## config.mk

```make
export PLATFORM = sky130hd
export DESIGN_NAME = execute_stage
export DESIGN_NICKNAME = d
export VERILOG_FILES = /design/src/rtl/core_pkg.sv /design/src/rtl/alu_unit.sv /design/src/rtl/execute_stage.sv
export SDC_FILE = /design/constraint.sdc
export NUM_CORES = 1
export LEC_CHECK = 0
export ABC_AREA = 1
export CAP_MARGIN = 25
export CORE_MARGIN = 1.5
export CORE_UTILIZATION = 55
export CTS_BUF_LIST = sky130_fd_sc_hd__clkbuf_4 sky130_fd_sc_hd__clkbuf_8 sky130_fd_sc_hd__clkbuf_16
export DETAILED_ROUTE_END_ITERATION = 8
export PLACE_DENSITY = 0.85
export SLEW_MARGIN = 25
export SYNTH_ARGS = -nofsm -noshare
export SYNTH_HDL_FRONTEND = slang
export SYNTH_SLANG_ARGS = --single-unit
```

## constraint.sdc

```tcl
create_clock -name clk -period 0.8 [get_ports clk]
set_input_delay 0.16 -clock clk [delete_from_list [all_inputs] [get_ports clk]]
set_output_delay 0.16 -clock clk [all_outputs]
set_load 0.005 [all_outputs]
```

## src/rtl/core_pkg.sv

```systemverilog
// Shared definitions for the 24-bit core: ALU mode encodings, flag bit
// positions, default widths and the EX/MEM pipeline bundle.
package core_pkg;

  localparam int WIDTH   = 24;
  localparam int REGADDR = 4;

  localparam logic [2:0] ALU_ADD  = 3'b000;
  localparam logic [2:0] ALU_SUB  = 3'b001;
  localparam logic [2:0] ALU_AND  = 3'b010;
  localparam logic [2:0] ALU_OR   = 3'b011;
  localparam logic [2:0] ALU_XOR  = 3'b100;
  localparam logic [2:0] ALU_SHL  = 3'b101;
  localparam logic [2:0] ALU_SHR  = 3'b110;
  localparam logic [2:0] ALU_PASS = 3'b111;

  localparam int FLAG_N = 3;
  localparam int FLAG_Z = 2;
  localparam int FLAG_C = 1;
  localparam int FLAG_V = 0;

  // Everything the memory stage needs from one executed instruction.
  typedef struct packed {
    logic               valid;
    logic               regWe;
    logic               memWe;
    logic               writeRegFromAlu;
    logic [REGADDR-1:0] regToWrite;
    logic [WIDTH-1:0]   aluResult;
    logic [WIDTH-1:0]   dataToWrite;
    logic               branchTaken;
    logic [WIDTH-1:0]   branchTarget;
  } exMem_t;

  // Assemble a flags nibble in architectural {N,Z,C,V} order.
  function automatic logic [3:0] packFlags(input logic n, input logic z,
                                           input logic c, input logic v);
    logic [3:0] f;
    f         = '0;
    f[FLAG_N] = n;
    f[FLAG_Z] = z;
    f[FLAG_C] = c;
    f[FLAG_V] = v;
    return f;
  endfunction

endpackage

```

## src/rtl/alu_unit.sv

```systemverilog
// Combinational ALU: result and {N,Z,C,V} for one operand pair.
// Shifts use op2[4:0]; any amount at or beyond WIDTH yields zero.
module alu_unit #(
  parameter int WIDTH = core_pkg::WIDTH
) (
  input  logic [WIDTH-1:0] op1,
  input  logic [WIDTH-1:0] op2,
  input  logic [2:0]       mode,
  output logic [WIDTH-1:0] result,
  output logic [3:0]       flagsOut
);
  import core_pkg::*;

  logic [WIDTH:0]   sumExt;
  logic             carry;
  logic             ovf;
  logic [4:0]       shamt;
  logic             shiftOut;

  assign shamt    = op2[4:0];
  assign shiftOut = (32'(shamt) >= WIDTH);

  // Operation select; logic and shift modes leave C and V clear.
  always_comb begin
    sumExt = '0;
    result = '0;
    carry  = 1'b0;
    ovf    = 1'b0;
    case (mode)
      ALU_ADD: begin
        sumExt = {1'b0, op1} + {1'b0, op2};
        result = sumExt[WIDTH-1:0];
        carry  = sumExt[WIDTH];
        ovf    = (op1[WIDTH-1] == op2[WIDTH-1]) && (result[WIDTH-1] != op1[WIDTH-1]);
      end
      ALU_SUB: begin
        sumExt = {1'b0, op1} - {1'b0, op2};
        result = sumExt[WIDTH-1:0];
        // Borrow shows up in the extra bit; C is its inverse (no-borrow).
        carry  = ~sumExt[WIDTH];
        ovf    = (op1[WIDTH-1] != op2[WIDTH-1]) && (result[WIDTH-1] != op1[WIDTH-1]);
      end
      ALU_AND:  result = op1 & op2;
      ALU_OR:   result = op1 | op2;
      ALU_XOR:  result = op1 ^ op2;
      ALU_SHL:  result = shiftOut ? '0 : (op1 << shamt);
      ALU_SHR:  result = shiftOut ? '0 : (op1 >> shamt);
      ALU_PASS: result = op2;
      default:  result = op2;
    endcase
  end

  // Sign and zero come straight from the truncated result.
  always_comb begin
    flagsOut = packFlags(result[WIDTH-1], (result == '0), carry, ovf);
  end

endmodule

```

## src/rtl/execute_stage.sv

```systemverilog
// Execute stage of the 24-bit core: ALU, architectural flags register,
// jump resolution and the EX/MEM pipeline register.
//
// Flow control: validIn marks a real instruction from decode. There is no
// ready output; stall is the memory stage's backpressure and freezes the
// EX/MEM register, branch outputs and flags. flush squashes whatever would
// be loaded into a bubble and beats stall. An instruction is accepted on a
// rising edge with validIn=1, stall=0, flush=0; its results appear on the
// outputs after that edge.
module execute_stage #(
  parameter int WIDTH   = core_pkg::WIDTH,
  parameter int REGADDR = core_pkg::REGADDR
) (
  input  logic               clk,
  input  logic               reset,
  input  logic               validIn,
  input  logic               stall,
  input  logic               flush,
  input  logic [WIDTH-1:0]   op1,
  input  logic [WIDTH-1:0]   op2,
  input  logic [2:0]         aluMode,
  input  logic               pcWe,
  input  logic               memWe,
  input  logic               flagsWe,
  input  logic               writeRegFromAlu,
  input  logic               regWe,
  input  logic [REGADDR-1:0] regToWrite,
  input  logic [WIDTH-1:0]   dataToWrite,
  output logic [WIDTH-1:0]   aluResult,
  output logic [WIDTH-1:0]   dataToWriteOut,
  output logic [REGADDR-1:0] regToWriteOut,
  output logic               regWeOut,
  output logic               memWeOut,
  output logic               writeRegFromAluOut,
  output logic               validOut,
  output logic               branchTaken,
  output logic [WIDTH-1:0]   branchTarget,
  output logic [3:0]         flags
);
  import core_pkg::*;

  logic [WIDTH-1:0] aluRes;
  logic [3:0]       aluFlags;
  exMem_t           exMemQ;
  logic [3:0]       flagsQ;
  logic             flagsUpdate;

  alu_unit #(
    .WIDTH (WIDTH)
  ) uAlu (
    .op1      (op1),
    .op2      (op2),
    .mode     (aluMode),
    .result   (aluRes),
    .flagsOut (aluFlags)
  );

  // Flags only move for a real, accepted instruction that asks for it.
  assign flagsUpdate = validIn & flagsWe & ~stall & ~flush;

  // EX/MEM register: flush makes a bubble, stall holds, otherwise load.
  always_ff @(posedge clk or negedge reset) begin
    if (!reset) begin
      exMemQ <= '0;
    end else if (flush) begin
      // Data fields are left as-is; consumers ignore them while valid is low.
      exMemQ.valid           <= 1'b0;
      exMemQ.regWe           <= 1'b0;
      exMemQ.memWe           <= 1'b0;
      exMemQ.writeRegFromAlu <= 1'b0;
      exMemQ.branchTaken     <= 1'b0;
    end else if (!stall) begin
      exMemQ.valid           <= validIn;
      exMemQ.regWe           <= regWe & validIn;
      exMemQ.memWe           <= memWe & validIn;
      exMemQ.writeRegFromAlu <= writeRegFromAlu & validIn;
      exMemQ.regToWrite      <= regToWrite;
      exMemQ.aluResult       <= aluRes;
      exMemQ.dataToWrite     <= dataToWrite;
      // A jump pulses for one accepted cycle; the next non-stalled edge
      // without a jump clears it.
      exMemQ.branchTaken     <= pcWe & validIn;
      exMemQ.branchTarget    <= op2;
    end
  end

  // Architectural flags register.
  always_ff @(posedge clk or negedge reset) begin
    if (!reset) begin
      flagsQ <= '0;
    end else if (flagsUpdate) begin
      flagsQ <= aluFlags;
    end
  end

  assign aluResult          = exMemQ.aluResult;
  assign dataToWriteOut     = exMemQ.dataToWrite;
  assign regToWriteOut      = exMemQ.regToWrite;
  assign regWeOut           = exMemQ.regWe;
  assign memWeOut           = exMemQ.memWe;
  assign writeRegFromAluOut = exMemQ.writeRegFromAlu;
  assign validOut           = exMemQ.valid;
  assign branchTaken        = exMemQ.branchTaken;
  assign branchTarget       = exMemQ.branchTarget;
  assign flags              = flagsQ;

endmodule

```

==> results of run 1 <==
-- through the flow --
stage	instances	worst slack, ns
after floorplan	1747	-1.327
after global placement	2407	-2.184
after detailed placement	2407	-2.256
-- cell usage after synthesis (all sizes together) (10+ instances only) --
cell type / n
nor2: 149
clkbuf: 33
nand3: 312
inv: 184
nand2: 578
buf: 52
o21ai: 96
nor3: 10
dfrtp: 85
a21oi: 92
nand4: 26
o22ai: 24
ha: 73
-- cells by family after synthesis --
group,Yosys count,synth area share [%]
flip-flops,85,21.16
XOR/XNOR,3,0.2614
adder cells (fa/ha/maj),75,9.485
buffers and inverters,269,10.83
AND/OR/NAND/NOR,1079,45.47
AO/OA/AOI/OAI,236,12.80
==> PnR_summary.wiki, run 1 <==
{| class="wikitable"
! Metric !! Value
|-
| Maximum number of buffers from clock root to sink || 2
|-
| Number of buffers inserted for hold repair after clock tree synthesis || 1
|-
| Chip Height || ~140 µm
|-
| Final HPWL from detailed placement || 36970 µm
|-
| Gate count of the mapped netlist || 1747
|-
| Largest cells by area after synthesis || nand2_1 22%, dfrtp_1 21%, nand3_1 15%
|-
| Distinct cells, synth || 41
|-
| Fraction of post-synthesis cell area in the top cell type by area || 21.55%
|-
| Number of synthesized flops with an enable pin || 0
|-
| Synth Area per Inst || ~5.8 µm²
|-
| Last step reached || clock tree synthesis (4_1_cts)
|-
| Synth Net Count || 1911
|-
| Yosys warning total || 0
|-
| Number of clock sinks seen by CTS || 85
|-
| RePlAce Congestion || 1.173
|-
| Num CTS Buffers || 9
|-
| Outcome || aborted with a tool error
|-
| Cell area after technology mapping || 10050 µm²
|-
| Post-synth top area cell || nand2_1
|-
| Proportion of synthesized flip-flops having asynchronous set or reset || 100.0%
|-
| Buffers inserted by post-CTS timing repair || ~120
|-
| Die width || 138.2 µm
|-
| Number of H-tree branching levels || 3
|-
| Placed Area || ~15000 µm²
|-
| Main flop type after synthesis || dfrtp_1
|-
| Starting Density || a little under three fifths
|-
| Number of synthesized register bits || 85
|-
| Resized Gates After CTS || 1246
|-
| Root buffer selected by CTS || clkbuf_16
|-
| Fraction of the yosys area taken by sequential cells || 21.16%
|-
| Number of placed I/O pins || 174
|-
| Number of rows created at floorplan || 49
|-
| Error that halted the flow || [ERROR DPL-0033] detailed placement checks failed during check placement.
|-
| Buffers added on ports || 173
|}
==> inputs of run 2 (changes only) <==
CORE_UTILIZATION = 40   (was 55)
CTS_BUF_LIST = unset   (was sky130_fd_sc_hd__clkbuf_4 sky130_fd_sc_hd__clkbuf_8 sky130_fd_sc_hd__clkbuf_16)
PLACE_DENSITY = unset   (was 0.85)
PLACE_DENSITY_LB_ADDON = 0.15   (was unset)
==> run 2 against run 1 <==
  * The flow now finishes, with violations (design-rule violations, negative setup slack)
  * Synthesized area is the same
  * Synthesized cell count stayed put
==> PnR_summary.wiki, run 2 <==
{| class="wikitable"
! Metric !! Value
|-
| Crit path DAT || about 2.3 ns
|-
| Violated checks || design-rule violations, negative setup slack
|-
| Path class of the lowest-slack min-delay path || in2reg
|-
| Leak || between 9 and 10 nW
|-
| Crit path kind || in2reg
|-
| Total grt overflow || 0
|-
| First-pass GRT wire length || between 80000 and 90000 µm
|-
| Root buffer selected by CTS || clkbuf_16
|-
| Number of clock sinks seen by CTS || 85 (unchanged)
|-
| Post-route cell area || 20180 µm²
|-
| Final Critical Period || 2.076 ns
|-
| Fraction of post-synthesis cell area in the top cell type by area || 21.55% (unchanged)
|-
| RePlAce Congestion || 1.036 (-12%)
|-
| Number of endpoints with negative hold slack in the final report || 0
|-
| Final Skew || 0 ns
|-
| Synth Area per Inst || 5.754 µm² (unchanged)
|-
| Post-detailed-route DRC marker count || 1
|-
| Number of synthesized register bits || 85 (unchanged)
|-
| Yosys warning total || 0 (unchanged)
|-
| Global Route met1 Usage || 50.30%
|-
| Largest cells by area after synthesis || nand2_1 22%, dfrtp_1 21%, nand3_1 15%
|-
| Starting Density || 41.09% (-15 points)
|-
| Clock-pin slew of the registers on the worst-case setup and hold paths || 0.07 ns
|-
| Cell area after technology mapping || 10050 µm² (unchanged)
|-
| Top fanout value on the critical path || 3
|-
| Final setup violation count || approximately 130
|-
| Most frequent cells after synthesis || 577 x nand2_1, 310 x nand3_1, 177 x inv_1
|-
| DRT antenna net count || 0
|-
| Top Family by Delay on Critical Path || simple AND/OR/NAND/NOR gates
|-
| Top library cells by usage in the layout, fill and taps aside || 406 x buf_4, 362 x nand2_1, 216 x nand3_1
|-
| Maximum number of pins on one net before global-route repair || 53
|-
| Most frequently used cell type in the post-synthesis netlist || nand2_1
|-
| Required time of the critical path || about 1.1 ns
|-
| Synth Net Count || 1911 (unchanged)
|-
| Die area || roughly 26000 µm²
|-
| Top achievable clock speed || between 400 and 500 MHz
|-
| Gate count of the mapped netlist || 1747 (unchanged)
|-
| Type of element launching the critical path || input pin
|-
| Met2 layer usage reported by global route || 67.52%
|-
| Cell area power density || 1207 nW/µm²
|-
| Slowest cell on the critical path || fa_2
|-
| Placed Area || 15260 µm² (+4.5%)
|-
| Final nets || 2577
|-
| Number of placed cells counting well taps || 2570 (+6.8%)
|-
| Routed wire per std cell || about 22 µm
|-
| Hold_ws || 0.1640 ns
|-
| Layout cells sized above 1 || around 58%
|-
| Area of the core region || between 20000 and 25000 µm²
|-
| Buffers added on ports || 173 (unchanged)
|-
| Main flop type after synthesis || dfrtp_1
|-
| Commonest non-fill, non-tap cell in the layout || buf_4
|-
| Count of antenna diodes in the layout || 0
|-
| Worst slew margin || 59.31%
|-
| Routed vias/inst || 5.894
|-
| Number of synthesized flops with an enable pin || 0 (unchanged)
|-
| Post-synth top area cell || nand2_1
|-
| Number of global-route vias before repair || 14860
|-
| Worst slack at placement || -2.490 ns (-0.2339 ns)
|-
| Growth of design area from synthesis to finish || 100.8%
|-
| Worst setup slack after layout || -1.276 ns
|-
| Num CTS Buffers || 9 (unchanged)
|-
| RSZ-0062 raised after global routing || true
|-
| Outcome || complete, but fails checks
|-
| Worst-case vdd ir drop || about 1100 µV
|-
| Number of rows created at floorplan || 57 (+16%)
|-
| Maximum number of buffers from clock root to sink || 2 (unchanged)
|-
| Distinct cells, synth || 41 (unchanged)
|-
| Fraction of the yosys area taken by sequential cells || 21.16% (unchanged)
|-
| Met3 Resource Use GR || under 10%
|-
| Number of antenna violations at the first check in global routing || 0
|-
| Number of vias in the routed layout || about 16000
|-
| Slew at the pin closest to its max-slew limit || between 0.6 and 0.7 ns
|-
| Routing layer with the top usage in global route || met2
|-
| TritonCTS clock tree || done
|-
| Final HPWL from detailed placement || 40570 µm (+9.7%)
|-
| Latest clock arrival within the worst-skew pair || 0.34 ns
|-
| Crit share post-route || 259.4%
|-
| Detailed-route wire length || around 60000 µm
|-
| Total routing resource utilization after global routing || about two fifths
|-
| Post-layout instance count excluding filler cells || 2742
|-
| Max-cap violation count || 0
|-
| Delay of the slowest cell on the worst path || around 0.36 ns
|-
| Violation count after the first detailed-routing iteration || about 1800
|-
| Top cell by count, worst path || nand3_2
|-
| Final number of max-transition violations || 0
|-
| Register-to-register path setup slack || -0.09 ns
|-
| Cell breakdown of the critical path || buf_12, ha_4, inv_4, fa_2, inv_2, nand3_2, nand3_4, nand2_2, nand2_4, nand2_1, nand3_2, nand3_4, nor2_4, nand3_2, nor2_4, nand3_2, o21bai_1
|-
| Number of H-tree branching levels || 3 (unchanged)
|-
| Die width || 161.5 µm (+17%)
|-
| Buf+Inv Stages, Crit Path || 3
|-
| Chip Height || 161.5 µm (+17%)
|-
| Proportion of synthesized flip-flops having asynchronous set or reset || 100.0% (unchanged)
|-
| Number of placed I/O pins || 174 (unchanged)
|-
| First-pass detailed-route iteration total || 9
|-
| Capturing element type of the critical path || flop
|}
==> run 2: cell counts after synthesis <==
Identical to the previous run, type by type.
==> run 2: layout make-up <==
type | count | area [µm²]
Tap cell | 324 | 405.4
Sequential cell | 85 | 2127
Fill cell | 1513 | 4279
Clock buffer | 10 | 239.0
Inverter | 184 | 822.0
Timing Repair inverter | 1 | 11.26
Timing Repair Buffer | 739 | 6533
Clock inverter | 6 | 68.82
Multi-Input combinational cell | 1393 | 9977
==> run 2: worst paths after layout <==
kind	endpoint	from	depth (start not counted)
worst min-delay path	branchTaken$_DFFE_PN0P_	flush	4
worst max-delay path	flags[2]$_DFFE_PN0P_	op1[0]	17
max in group asynchronous	regWeOut$_DFFE_PN0P_	reset	3
worst max register to register	aluResult[1]$_DFFE_PN0P_	aluResult[1]$_DFFE_PN0P_	4
min in group asynchronous	aluResult[21]$_DFFE_PN0P_	reset	2
worst min register to register	dataToWriteOut[11]$_DFFE_PN0P_	dataToWriteOut[11]$_DFFE_PN0P_	2
==> run 2: per-layer routing <==
metal / up-vias / part of all wire [%]
met5: - / 0
met4: 0 / 8.5
met3: 434 / 11
met2: 1143 / 45
met1: 7525 / 35
li1: 7060 / -
==> run 2: metrics by stage <==
stage / util [%] / setup TNS (ns) / power (mW)
after floorplan: - / -30.96 / 9.567
after global placement: 62.39 / -113.35 / 15.33
after detailed placement: 62.39 / -114.74 / 15.40
after CTS: 75.25 / -43.95 / 21.99
after global routing: 82.51 / -49.90 / 25.32
final: 82.51 / -46.30 / 24.35
==> run 2: cell families (layout without fill, tap and decap cells) <==
kind of cell               Yosys count  in the layout  share of synthesized area, %
AOI/OAI and AO/OA                  236            236                         12.80
adders and majority gates           75             75                         9.485
DFF                                 85             85                         21.16
and+or+nand+nor                   1079           1079                         45.47
buffers and inverters              269            940                         10.83
xor gates and xnor gates             3              3                        0.2614
==> run 2: repair_timing <==
action	CTS	global route
hold buffers	1	0
setup buffers	122	69
setup endpoints to repair	170	164
endpoints found under the hold margin	85	0
pin swaps	236	202
gates cloned	6	5
gates resized for setup	1255	382
==> run 2: power breakdown <==
group          switching (mW)  internal, mW  leakage, nW
registers               0.322          4.89         1.07
logic                    8.01          6.82         8.77
clock network            1.79          2.53        0.149
==> run 2: worst reg2reg max path: stages, from the launching register on <==
cell and delay (ns):
dfrtp_1 0.37, buf_4 0.13, buf_4 0.12, nand2_1 0.10, nand2_2 0.07
(Power assumes the default switching activity.)
==> variant: new RTL, config.mk and constraints of run 2 <==
`REGADDR`: 4 -> 5.
--- a/src/rtl/core_pkg.sv
+++ b/src/rtl/core_pkg.sv
@@ -4,5 +4,5 @@
 
   localparam int WIDTH   = 24;
-  localparam int REGADDR = 4;
+  localparam int REGADDR = 5;
 
   localparam logic [2:0] ALU_ADD  = 3'b000;
Ports: changed (resized regToWrite and regToWriteOut); port bits go from 174 to 176. The function was not compared with the original's and may differ.
==> variant against run 2 <==
- the run ends with setup timing left
- design area fell by 10%
- clock skew unchanged
- setup slack better by 3.6 ps
- critical path type unchanged
- routed wire length decreased by 12%
- sequential cell count rose by 1
- total power down 7.9%
- synthesized area down 1.5%
- die area decreased by 1.5%
- first-iteration DRC count down 16%
- count of clock-buffer cells in the layout down 1
- largest power group unchanged
==> variant: results (changes against run 2) <==
<table>
<tr><th>Metric</th><th>Value</th></tr>
<tr><th colspan="2">Outcome</th></tr>
<tr><td>Result of the run</td><td>complete, but fails checks</td></tr>
<tr><td>Violations in the final reports</td><td>setup timing</td></tr>
<tr><th colspan="2">Global route</th></tr>
<tr><td>Met3 track demand over resource</td><td>5.656% (-2.7 points)</td></tr>
<tr><td>Met1 track demand over resource in global routing</td><td>51.80% (+1.5 points)</td></tr>
<tr><td>GRT Util Overall</td><td>39.16% (-2.0 points)</td></tr>
<tr><td>Met2 Use GR</td><td>63.97% (-3.5 points)</td></tr>
<tr><td>Maximum number of pins on one net before global-route repair</td><td>67 (+26%)</td></tr>
<tr><th colspan="2">Logic synthesis</th></tr>
<tr><td>Synthesized net count</td><td>1847 (-3.3%)</td></tr>
<tr><td>Sequential-to-total area share from yosys stat</td><td>21.73% (+0.57 points)</td></tr>
<tr><td>Synth area leaders</td><td>dfrtp_1, nand2_1, nand3_1, ha_1, inv_1</td></tr>
<tr><td>Top cells by instance count after synthesis</td><td>nand2_1, nand3_1, inv_1</td></tr>
<tr><th colspan="2">Power and ir drop</th></tr>
<tr><td>Reported net switching power</td><td>9.426 mW (-6.9%)</td></tr>
<tr><td>Total leakage power</td><td>9.118 nW (-8.6%)</td></tr>
<tr><th colspan="2">Placed design</th></tr>
<tr><td>Final HPWL from detailed placement</td><td>38980 µm (-3.9%)</td></tr>
<tr><td>Pre-CTS setup slack</td><td>-2268 ps (+221.7 ps)</td></tr>
<tr><td>Port-buffer cells</td><td>175 (+1.2%)</td></tr>
<tr><td>Weighted congestion reported at the end of routability-driven placement</td><td>1.026 (-1.0%)</td></tr>
<tr><th colspan="2">Detailed routing</th></tr>
<tr><td>Number of remaining DRC errors</td><td>0 (-1)</td></tr>
<tr><td>Number of vias after detailed routing</td><td>14561 (-9.9%)</td></tr>
<tr><td>Total wire length after detailed routing</td><td>54130 µm (-12%)</td></tr>
<tr><td>Drt pass-1 iters</td><td>5 (-4)</td></tr>
<tr><td>Initial DRC count</td><td>1541 (-16%)</td></tr>
<tr><th colspan="2">Timing</th></tr>
<tr><td>Final worst setup slack</td><td>-1272 ps (+3.610 ps)</td></tr>
<tr><td>Final setup violating endpoints</td><td>115 (-8.0%)</td></tr>
<tr><th colspan="2">Layout</th></tr>
<tr><td>Layout cells sized above 1</td><td>51.70% (-6.1 points)</td></tr>
<tr><th colspan="2">Critical path</th></tr>
<tr><td>Register-to-Register Setup Slack</td><td>0 ps (+90 ps)</td></tr>
</table>
[variant: cell types whose count changed after synthesis, sizes merged, moves of 5 or more]
cell,delta
nand2,-10
nor3,+5
inv,-30
nor2,-24
a21oi,+14
o22ai,-14
nand3,-21
nand4,-10
[variant: critical path: stages]
cell      delay [ps]
buf_12           100
inv_12            30
ha_4             150
fa_2             390
inv_2             80
nand2_4           60
nand2_4           80
nand2_4           80
o21bai_4         180
xor2_1           160
nor2_1            60
nor2_1            90
nand2_1           90
nor2_2           180
nand2_1           70
nor2_1           100
nand2_1           80
nor2_1            90
nand2_1           70
nand2_1           60
[variant: what timing repair did]
action / CTS / global route
setup buffers: 49 / 62
pin swaps: 174 / 119
gates resized for setup: 758 / 430
hold buffers: 1 / 0
setup endpoints to repair: 172 / 172
gates cloned: 1 / 6
hold endpoints to repair: 86 / 0
[variant: area by class of cell]
class / instances / share of cell area, %
multi-input cells: 1356 / 50.68
repair buffers: 651 / 29.76
flip-flops and latches: 86 / 11.88
inverters: 156 / 3.758
well taps: 324 / 2.238
clock buffers: 9 / 1.243
clock inverters: 7 / 0.4421
[variant: cell families after synthesis]
family	after synthesis	share of synthesized area, %
XOR/XNOR	6	0.5307
AO/OA/AOI/OAI	253	14.06
flip-flops	86	21.73
AND/OR/NAND/NOR	1022	43.81
buffers and inverters	240	10.24
adder cells (fa/ha/maj)	75	9.629
[variant: metrics by stage]
stage	util [%]	TNS [ps]	cells
after floorplan	-	-30090	1682
after global placement	60.61	-106140	2469
after detailed placement	60.61	-107840	2469
after CTS	69.99	-81210	2534
after global routing	74.48	-49340	2589
final	74.48	-45190	2589
[variant: power by group through the flow]
stage	clock network, mW	logic (mW)	registers (mW)
finish	4.36	12.8	5.25
global route	4.55	13.6	5.30
CTS	4.42	11.4	5.25
detailed placement	0	9.73	5.34
global placement	0	9.69	5.31
floorplan	0	4.21	5.38
[variant: final timing paths]
kind,from,endpoint,depth (start not counted)
max,op1[0],flags[2],20
min,op2[5],branchTarget[5],4
max reg2reg,flags[0],flags[0],2
min reg2reg,dataToWriteOut[17],dataToWriteOut[17],2
max in group asynchronous,reset,aluResult[1],3
min in group asynchronous,reset,dataToWriteOut[12],3
[variant: routing by layer]
layer	vias to the layer above	routed length (µm)
met5	-	0
met4	0	2953
met3	189	4751
met2	798	24830
met1	6879	21600
li1	6695	-
